$ cat src/rtl/wb_arb_pkg.sv
// rtl/wb_arb_pkg.sv - shared defaults and FSM encoding for the two-requester write-port arbiter
package wb_arb_pkg;

    localparam int WB_ARB_WIDTH = 32;
    localparam int WB_ARB_AW    = 5;

    typedef enum logic [1:0] {
        IDLE   = 2'd0,
        HOLD_A = 2'd1,
        HOLD_B = 2'd2
    } state_e;

    function automatic state_e hold_state(input logic src_b);
        return src_b ? HOLD_B : HOLD_A;
    endfunction

endpackage

$ cat src/rtl/wb_mux2.sv
// rtl/wb_mux2.sv - 2:1 payload select, sel=1 picks in1 (requester B)
module wb_mux2 #(
    parameter int W = 37
) (
    input  logic         sel,
    input  logic [W-1:0] in0,
    input  logic [W-1:0] in1,
    output logic [W-1:0] out
);

    assign out = sel ? in1 : in0;

endmodule

$ cat src/rtl/wb_mux_arbiter.sv
// rtl/wb_mux_arbiter.sv - two-requester arbiter feeding one registered output beat
// Build option: WB_ARB_RR_EN selects round-robin arbitration instead of fixed A priority.
module wb_mux_arbiter
    import wb_arb_pkg::*;
#(
    parameter int WIDTH = WB_ARB_WIDTH,
    parameter int AW    = WB_ARB_AW
) (
    input  logic             clk,
    input  logic             rst_n,
    input  logic             a_valid,
    input  logic [WIDTH-1:0] a_data,
    input  logic [AW-1:0]    a_addr,
    output logic             a_ready,
    input  logic             b_valid,
    input  logic [WIDTH-1:0] b_data,
    input  logic [AW-1:0]    b_addr,
    output logic             b_ready,
    output logic             out_valid,
    output logic [WIDTH-1:0] out_data,
    output logic [AW-1:0]    out_addr,
    output logic             out_src,
    input  logic             out_ready
);

    localparam int PW = WIDTH + AW;

    state_e           state_q, state_d;
    logic             out_valid_q, out_valid_d;
    logic [WIDTH-1:0] out_data_q, out_data_d;
    logic [AW-1:0]    out_addr_q, out_addr_d;
    logic             out_src_q, out_src_d;
    logic             slot_free;
    logic             grant_b;
    logic             accept;
    logic [PW-1:0]    sel_payload;

`ifdef WB_ARB_RR_EN
    // rr_ptr_q=1 means B wins the next conflict
    logic rr_ptr_q, rr_ptr_d;
`endif

    always_comb begin
        slot_free = !out_valid_q || out_ready;
`ifdef WB_ARB_RR_EN
        grant_b = b_valid && (!a_valid || rr_ptr_q);
`else
        grant_b = b_valid && !a_valid;
`endif
        // Readies are held low while reset is asserted, not just after the first edge
        a_ready = rst_n && slot_free && a_valid && !grant_b;
        b_ready = rst_n && slot_free && grant_b;
        accept  = a_ready || b_ready;
    end

    wb_mux2 #(
        .W (PW)
    ) u_mux2 (
        .sel (grant_b),
        .in0 ({a_data, a_addr}),
        .in1 ({b_data, b_addr}),
        .out (sel_payload)
    );

    always_comb begin
        state_d    = state_q;
        out_data_d = out_data_q;
        out_addr_d = out_addr_q;
        out_src_d  = out_src_q;
`ifdef WB_ARB_RR_EN
        rr_ptr_d   = rr_ptr_q;
`endif
        case (state_q)
            IDLE: begin
                if (accept) state_d = hold_state(grant_b);
            end
            HOLD_A, HOLD_B: begin
                if (out_ready) state_d = accept ? hold_state(grant_b) : IDLE;
            end
            default: state_d = IDLE;
        endcase
        if (accept) begin
            {out_data_d, out_addr_d} = sel_payload;
            out_src_d                = grant_b;
`ifdef WB_ARB_RR_EN
            rr_ptr_d                 = !grant_b;
`endif
        end
        out_valid_d = (state_d != IDLE);
    end

    always_ff @(posedge clk or negedge rst_n) begin
        if (!rst_n) begin
            state_q     <= IDLE;
            out_valid_q <= 1'b0;
            out_data_q  <= '0;
            out_addr_q  <= '0;
            out_src_q   <= 1'b0;
`ifdef WB_ARB_RR_EN
            rr_ptr_q    <= 1'b0;
`endif
        end else begin
            state_q     <= state_d;
            out_valid_q <= out_valid_d;
            out_data_q  <= out_data_d;
            out_addr_q  <= out_addr_d;
            out_src_q   <= out_src_d;
`ifdef WB_ARB_RR_EN
            rr_ptr_q    <= rr_ptr_d;
`endif
        end
    end

    assign out_valid = out_valid_q;
    assign out_data  = out_data_q;
    assign out_addr  = out_addr_q;
    assign out_src   = out_src_q;

endmodule

$ cat config.mk
export PLATFORM = sky130hd
export DESIGN_NAME = wb_mux_arbiter
export DESIGN_NICKNAME = d
export VERILOG_FILES = /design/src/rtl/wb_arb_pkg.sv /design/src/rtl/wb_mux2.sv /design/src/rtl/wb_mux_arbiter.sv
export SDC_FILE = /design/constraint.sdc
export NUM_CORES = 1
export LEC_CHECK = 0
export CAP_MARGIN = 0
export CELL_PAD_IN_SITES_DETAIL_PLACEMENT = 1
export CELL_PAD_IN_SITES_GLOBAL_PLACEMENT = 1
export CORE_ASPECT_RATIO = 0.5
export CORE_MARGIN = 1.5
export CORE_UTILIZATION = 24
export DETAILED_ROUTE_END_ITERATION = 10
export GPL_TIMING_DRIVEN = 1
export HOLD_SLACK_MARGIN = 0.1
export PLACE_DENSITY = 0.81
export SETUP_SLACK_MARGIN = 0.05
export SYNTH_ARGS = -nofsm -noshare
export SYNTH_HDL_FRONTEND = slang
export SYNTH_SLANG_ARGS = --single-unit
$ cat constraint.sdc
create_clock -name clk -period 1.35 [get_ports clk]
set_input_delay 0.27 -clock clk [delete_from_list [all_inputs] [get_ports clk]]
set_output_delay 0.27 -clock clk [all_outputs]
set_load 0.03 [all_outputs]
* Word-level counts from Yosys, hierarchy flattened
Cells that the tools add are included.
Word-level totals: output and inout bits 41, bits in registers 41
Operators by class: reduce and logical (&&, ||, !) cells 13, eq/ne operators 2, multiplexer cells 6
Operators by type and width (count):
- $mux 37 | 1
- $mux 2 | 4
- $logic_and 1x1->1 | 5
- $pmux 2 s2 | 1
- $logic_not 1->1 | 3
- $eq 2x1->1 const B | 1
- $eq 2x2->1 const B | 1
- $logic_not 2->1 | 1
- $logic_or 1x1->1 | 2
- $reduce_bool 2->1 | 1
- $reduce_or 2->1 | 1

* Logic depth before layout (Yosys ltp)
depth in word-level cells 10, gate-level depth with buffers 6

* Cells and area by module
Synthesis repeated with hierarchy kept, for this count alone.
Second synthesis, totals: cell total of the unflattened synthesis 148, area total of the unflattened synthesis 2364.8 µm²
Modules (own cells, without submodules):
- wb_mux_arbiter | cells each 107, area an instance 1764.2 µm², times used 1, seq. area each 1026.0 µm²
- wb_mux2 | cells each 41, area an instance 600.6 µm², times used 1, seq. area each 0.0 µm²

* Least setup slack after synthesis
OpenSTA, ideal clock, no wires.
kind reg-to-output, from register out_valid_q, in the netlist out_valid, to output port a_ready, arrival 1.117 ns, cell stages (with the launch flop) 3, required time 1.080 ns, path buffers 0, setup slack -0.037 ns, cells stage by stage dfrtp_1 -> nor2b_1 -> nor2_1
Between the ends: cells in the longest elaborated chain, start to end 5
RTL lines:
- from (decl) | line wb_mux_arbiter.sv:29 | logic out_valid_q, out_valid_d;
- from (signal assigned) | line wb_mux_arbiter.sv:104 | out_valid_q <= out_valid_d;
- $logic_not 1->1 | line wb_mux_arbiter.sv:44 | slot_free = !out_valid_q || out_ready;
- $logic_or 1x1->1 | line wb_mux_arbiter.sv:44
- $logic_and 1x1->1 (3 in series) | line wb_mux_arbiter.sv:51 | a_ready = rst_n && slot_free && a_valid && !grant_b;
- to (decl) | line wb_mux_arbiter.sv:14 | output logic a_ready,
No other way between the ends.

* Worst setup path in the final report
from register state_q[1], to register out_valid_q, in the netlist out_valid
Between the ends: cells in the longest elaborated chain, start to end 4, elaborated cells on any way between the ends 8, those cells by class eq/ne: 2; mux: 3; reduce/logical: 3
RTL lines:
- from (decl) | line wb_mux_arbiter.sv:28 | state_e state_q, state_d;
- from (signal assigned) | line wb_mux_arbiter.sv:103 | state_q <= state_d;
- $eq 2x1->1 or $eq 2x2->1 (tied branches) | line wb_mux_arbiter.sv:73 | case (state_q)
- $reduce_or 2->1 | line wb_mux_arbiter.sv:73
- $pmux 2 s2 (*) | line wb_mux_arbiter.sv:73
- $reduce_bool 2->1 (*) | line wb_mux_arbiter.sv:89 | out_valid_d = (state_d != IDLE);
- net out_valid_d | line wb_mux_arbiter.sv:29
Mark *: on every way through the listed nets, which the timed path passes. The rest lies on a longest branch. A chain may end at the register's enable or synchronous reset.

==> metrics.txt <==
# TYPE chip_impl_metric gauge
chip_impl_metric{name="timing.hold.ws",unit="ns"} 0.2363
chip_impl_metric{name="worstPathRequired",unit="ns"} 1.51
chip_impl_metric{name="ant_nets",unit=""} 0
chip_impl_metric{name="std_cell_rows",unit=""} 23
chip_impl_metric{name="power_per_cell_area",unit="nW/um2"} 1707
chip_impl_info{name="critical_path.reg2reg.endpoint",value="out_valid"} 1
chip_impl_metric{name="drive_gt1_share",unit="%"} 48.22
chip_impl_metric{name="max_cap_violations",unit=""} 0
chip_impl_metric{name="area_enclosed_by_the_die_boundary",unit="um2"} 8856
chip_impl_info{name="timing.critical_path.slowest_stage_cell",value="sky130_fd_sc_hd__dfrtp_1"} 1
chip_impl_metric{name="power.leakage",unit="nW"} 1.842
chip_impl_metric{name="r2r.worst_path.cells",unit=""} 6
chip_impl_metric{name="setup_violations",unit=""} 29
chip_impl_info{name="worst_setup_ep",value="out_valid"} 1
chip_impl_metric{name="slew_headroom",unit="%"} 65.18
chip_impl_info{name="setup.worst_path.end_class",value="flop"} 1
chip_impl_metric{name="synth.mux.area_fraction",unit="%"} 19.23
chip_impl_metric{name="pre_repair_dr_iteration_count",unit=""} 4
chip_impl_metric{name="dr.first_iter.drc_count",unit=""} 81
chip_impl_metric{name="max-clock-path-buffers",unit=""} 2
chip_impl_metric{name="mappedNetlistNets",unit=""} 272
chip_impl_metric{name="route.vias.total",unit=""} 2169
chip_impl_metric{name="dp_slack",unit="ns"} -0.3898
chip_impl_metric{name="synth_sequential_area_ratio",unit="%"} 51.70
chip_impl_metric{name="remaining_drc_errors",unit=""} 0
chip_impl_metric{name="final_nets",unit=""} 418
chip_impl_metric{name="skew",unit="ns"} 0.006165
chip_impl_metric{name="synthToLayoutAreaGrowth",unit="%"} 108.3
chip_impl_info{name="failed_checks",value="negative setup slack"} 1
chip_impl_metric{name="post_synth_num_cell_types",unit=""} 26
chip_impl_metric{name="initial_antenna_violation_count",unit=""} 0
chip_impl_info{name="outcome",value="finished, violations left"} 1
chip_impl_metric{name="synth_warnings",unit=""} 0
chip_impl_metric{name="start_util",unit="%"} 24.80
chip_impl_metric{name="max_clock_freq",unit="GHz"} 0.6948
chip_impl_metric{name="total_buffers_and_inverters_traversed_by_the_critical_path",unit=""} 1
chip_impl_metric{name="max_slew.worst_pin.slew",unit="ns"} 0.5223
chip_impl_metric{name="globalRoute.totalOverflow",unit=""} 0
chip_impl_info{name="buffer_type_at_the_clock_tree_root",value="sky130_fd_sc_hd__clkbuf_16"} 1
chip_impl_info{name="startpoint",value="state_q[1]"} 1
chip_impl_info{name="worst_setup_path_start_kind",value="flop"} 1
chip_impl_metric{name="yosys.area_share.xor_xnor",unit="%"} 0
chip_impl_metric{name="place.port_buffers",unit=""} 119
chip_impl_metric{name="number_of_enable_type_register_cells_in_the_synthesized_netlist",unit=""} 0
chip_impl_metric{name="clock_sink_count",unit=""} 41
chip_impl_metric{name="synthesis.area_per_instance",unit="um2"} 10.39
chip_impl_metric{name="ys_ff_latch",unit=""} 41
chip_impl_metric{name="height_of_the_die",unit="um"} 67.30
chip_impl_metric{name="synthesis.area",unit="um2"} 1984
chip_impl_metric{name="synth-compound-area-share",unit="%"} 12.80
chip_impl_metric{name="antenna_cells_inserted",unit=""} 0
chip_impl_info{name="timing.critical_path.cells",value="inv_2 -> ha_4 -> a21oi_2 -> a2bb2oi_2 -> o32a_1 -> o21bai_1"} 1
chip_impl_metric{name="async_flop_share",unit="%"} 100.0
chip_impl_info{name="rsz0062_at_grt",value="yes"} 1
chip_impl_info{name="reg2reg_from",value="state_q[1]"} 1
chip_impl_info{name="synth-main-ff-cell",value="sky130_fd_sc_hd__dfrtp_1"} 1
chip_impl_info{name="tritoncts",value="built"} 1
chip_impl_metric{name="worst-path-stages",unit=""} 6
chip_impl_metric{name="worstPathArrival",unit="ns"} 1.60
chip_impl_info{name="holdCritPathClass",value="in2async"} 1
chip_impl_info{name="worst-setup-path-type",value="reg2reg"} 1
chip_impl_metric{name="io_pins",unit=""} 120
chip_impl_metric{name="detail_route.wl_per_cell",unit="um"} 22.05
chip_impl_metric{name="instances_no_fill",unit=""} 450
chip_impl_metric{name="synth_cells",unit=""} 191
chip_impl_metric{name="floorplan.core_area",unit="um2"} 8000
chip_impl_metric{name="post_synth_and_or_nand_nor_area_fraction",unit="%"} 10.15
chip_impl_metric{name="track_usage",unit="%"} 21.59
chip_impl_metric{name="dieWidth",unit="um"} 131.6
chip_impl_metric{name="timing.critical_path.fanout_max",unit=""} 3
chip_impl_metric{name="critPathMaxStageDelay",unit="ns"} 0.42
chip_impl_metric{name="finalHoldViolations",unit=""} 0
chip_impl_metric{name="viasPerCell",unit=""} 4.820
chip_impl_info{name="path_delay_family",value="compound AO/OA/AOI/OAI gates"} 1
chip_impl_metric{name="power.ir.vdd_worst",unit="uV"} 685.4
chip_impl_metric{name="htreeDepth",unit=""} 2
chip_impl_metric{name="first_global_vias",unit=""} 2395
chip_impl_metric{name="routabilityCongestion",unit=""} 0.8075
chip_impl_metric{name="fin_tns_setup",unit="ns"} -0.8889
chip_impl_metric{name="dpl.cell_count",unit=""} 421
chip_impl_metric{name="worst-r2r-setup-slack",unit="ns"} -0.09
chip_impl_metric{name="cts_buffers",unit=""} 5
chip_impl_metric{name="wirelength",unit="um"} 9922
chip_impl_metric{name="period_needed",unit="ns"} 1.439
chip_impl_metric{name="grt_start_max_net_pins",unit=""} 39
chip_impl_metric{name="clk-insertion-delay-late",unit="ns"} 0.29
chip_impl_metric{name="slew_viol_final",unit=""} 0
chip_impl_metric{name="place_hpwl",unit="um"} 5301
chip_impl_metric{name="final_critical_path_setup_slack",unit="ns"} -0.08925
chip_impl_metric{name="finalCoreUtilization",unit="%"} 51.66
chip_impl_info{name="main_combinational_cell_family_by_area_after_synthesis",value="multiplexers"} 1
chip_impl_metric{name="worst_setup_hold_path_clk_slew",unit="ns"} 0.07
chip_impl_metric{name="share_of_the_cycle_needed_by_the_critical_path_after_routing",unit="%"} 106.6
chip_impl_metric{name="post_synth_fa_ha_maj_area_fraction",unit="%"} 1.261
chip_impl_metric{name="global_route_wire_length_before_repair",unit="um"} 14270
==> worst min path at each step <==
| stage | start | to | slack (ns) | cells past startpoint |
|---|---|---|---|---|
| 2_1_floorplan | rst_n | out_addr[0] | -0.03 | 0 |
| 3_3_place_gp | rst_n | state_q[1] | 0.11 | 1 |
| 3_5_place_dp | rst_n | state_q[0] | 0.12 | 1 |
| 4_1_cts | rst_n | out_data[4] | 0.19 | 2 |
| 5_1_grt | rst_n | out_addr[0] | 0.26 | 2 |
| 6_report | rst_n | out_data[14] | 0.24 | 2 |
==> through the flow <==
step / area (um2) / total power [W]
floorplan: 1988 / 0.003190
CTS: 4090 / 0.006672
global route: 4133 / 0.007306
global placement: 3352 / 0.004360
detailed placement: 3352 / 0.004480
finish: 4133 / 0.007055
==> where the power goes <==
group	internal (W)	switching, W	total [W]
combinational	0.00152	0.00195	0.00347
sequential	0.00161	0.000419	0.00203
clock	0.00106	0.000507	0.00156
total	0.00418	0.00288	0.00705
==> worst register-to-register path, stage by stage (launching register included) <==
cell and delay [ns]:
sky130_fd_sc_hd__dfrtp_1 0.42, sky130_fd_sc_hd__inv_2 0.09, sky130_fd_sc_hd__ha_4 0.21, sky130_fd_sc_hd__a21oi_2 0.14, sky130_fd_sc_hd__a2bb2oi_2 0.15, sky130_fd_sc_hd__o32a_1 0.22, sky130_fd_sc_hd__o21bai_1 0.08
==> sequential cells by signal (all words and copies together), names as in the netlist <==
signal / cells
out_data: 32
out_src: 1
state_q: 2
out_valid: 1
out_addr: 5
==> synth_stat cells, drive strengths merged (2+ instances only) <==
cell / instances / area, um2
dfrtp: 41 / 1026
o21ai: 39 / 195.2
nand2: 38 / 142.6
mux2i: 37 / 370.4
buf: 9 / 71.31
clkbuf: 3 / 13.76
inv: 3 / 11.26
nand2b: 3 / 18.77
nor2: 3 / 11.26
a21oi: 2 / 10.01
ha: 2 / 25.02
nor2b: 2 / 15.02
==> cell usage in the layout, fill, tap and decap left out, types with 2 or more instances in the layout <==
master / n
sky130_fd_sc_hd__buf_12: 7
sky130_fd_sc_hd__buf_16: 4
sky130_fd_sc_hd__buf_2: 13
sky130_fd_sc_hd__buf_4: 16
sky130_fd_sc_hd__buf_6: 9
sky130_fd_sc_hd__bufinv_16: 2
sky130_fd_sc_hd__clkbuf_16: 5
sky130_fd_sc_hd__clkbuf_2: 15
sky130_fd_sc_hd__clkdlybuf4s15_2: 7
sky130_fd_sc_hd__clkdlybuf4s50_1: 74
sky130_fd_sc_hd__dfrtp_1: 40
sky130_fd_sc_hd__dlygate4sd2_1: 3
sky130_fd_sc_hd__inv_2: 2
sky130_fd_sc_hd__mux2i_1: 37
sky130_fd_sc_hd__nand2_2: 11
sky130_fd_sc_hd__nand2_4: 26
sky130_fd_sc_hd__nand2b_1: 2
sky130_fd_sc_hd__nor2_2: 2
sky130_fd_sc_hd__nor2b_4: 2
sky130_fd_sc_hd__o21ai_0: 2
sky130_fd_sc_hd__o21ai_1: 7
sky130_fd_sc_hd__o21ai_2: 29
==> area by class of cell <==
| type | count | area (um2) |
|---|---|---|
| Clock buffer | 5 | 125.1 |
| Clock inverter | 3 | 65.06 |
| Fill cell | 854 | 3867 |
| Inverter | 3 | 11.26 |
| Multi-Input combinational cell | 135 | 1271 |
| Sequential cell | 41 | 1027 |
| Tap cell | 112 | 140.1 |
| Timing Repair Buffer | 151 | 1493 |
==> kinds of logic after synthesis <==
logic type	after synthesis
and+or+nand+nor	48
AOI/OAI and AO/OA	47
DFF	41
muxes	38
buffers and inverters	15
adders and majority gates	2
==> per-layer routing <==
metal  vias up  wire (um)  GRT usage (%)
li1        961          -              -
met4         0        289          6.250
met5         -          0              0
met2        68       5327          43.29
met3        24        404          3.904
met1      1116       3900          24.13
==> repair_timing <==
action / CTS / global route
setup buffers: 14 / 1
cloned: 7 / 0
hold buffers: 1 / 0
pin swaps: 24 / 13
endpoints found under the hold margin: 3 / 0
setup endpoints to repair: 77 / 63
gates resized for setup: 176 / 99
No activity file was read; power rests on OpenSTA's default activity.
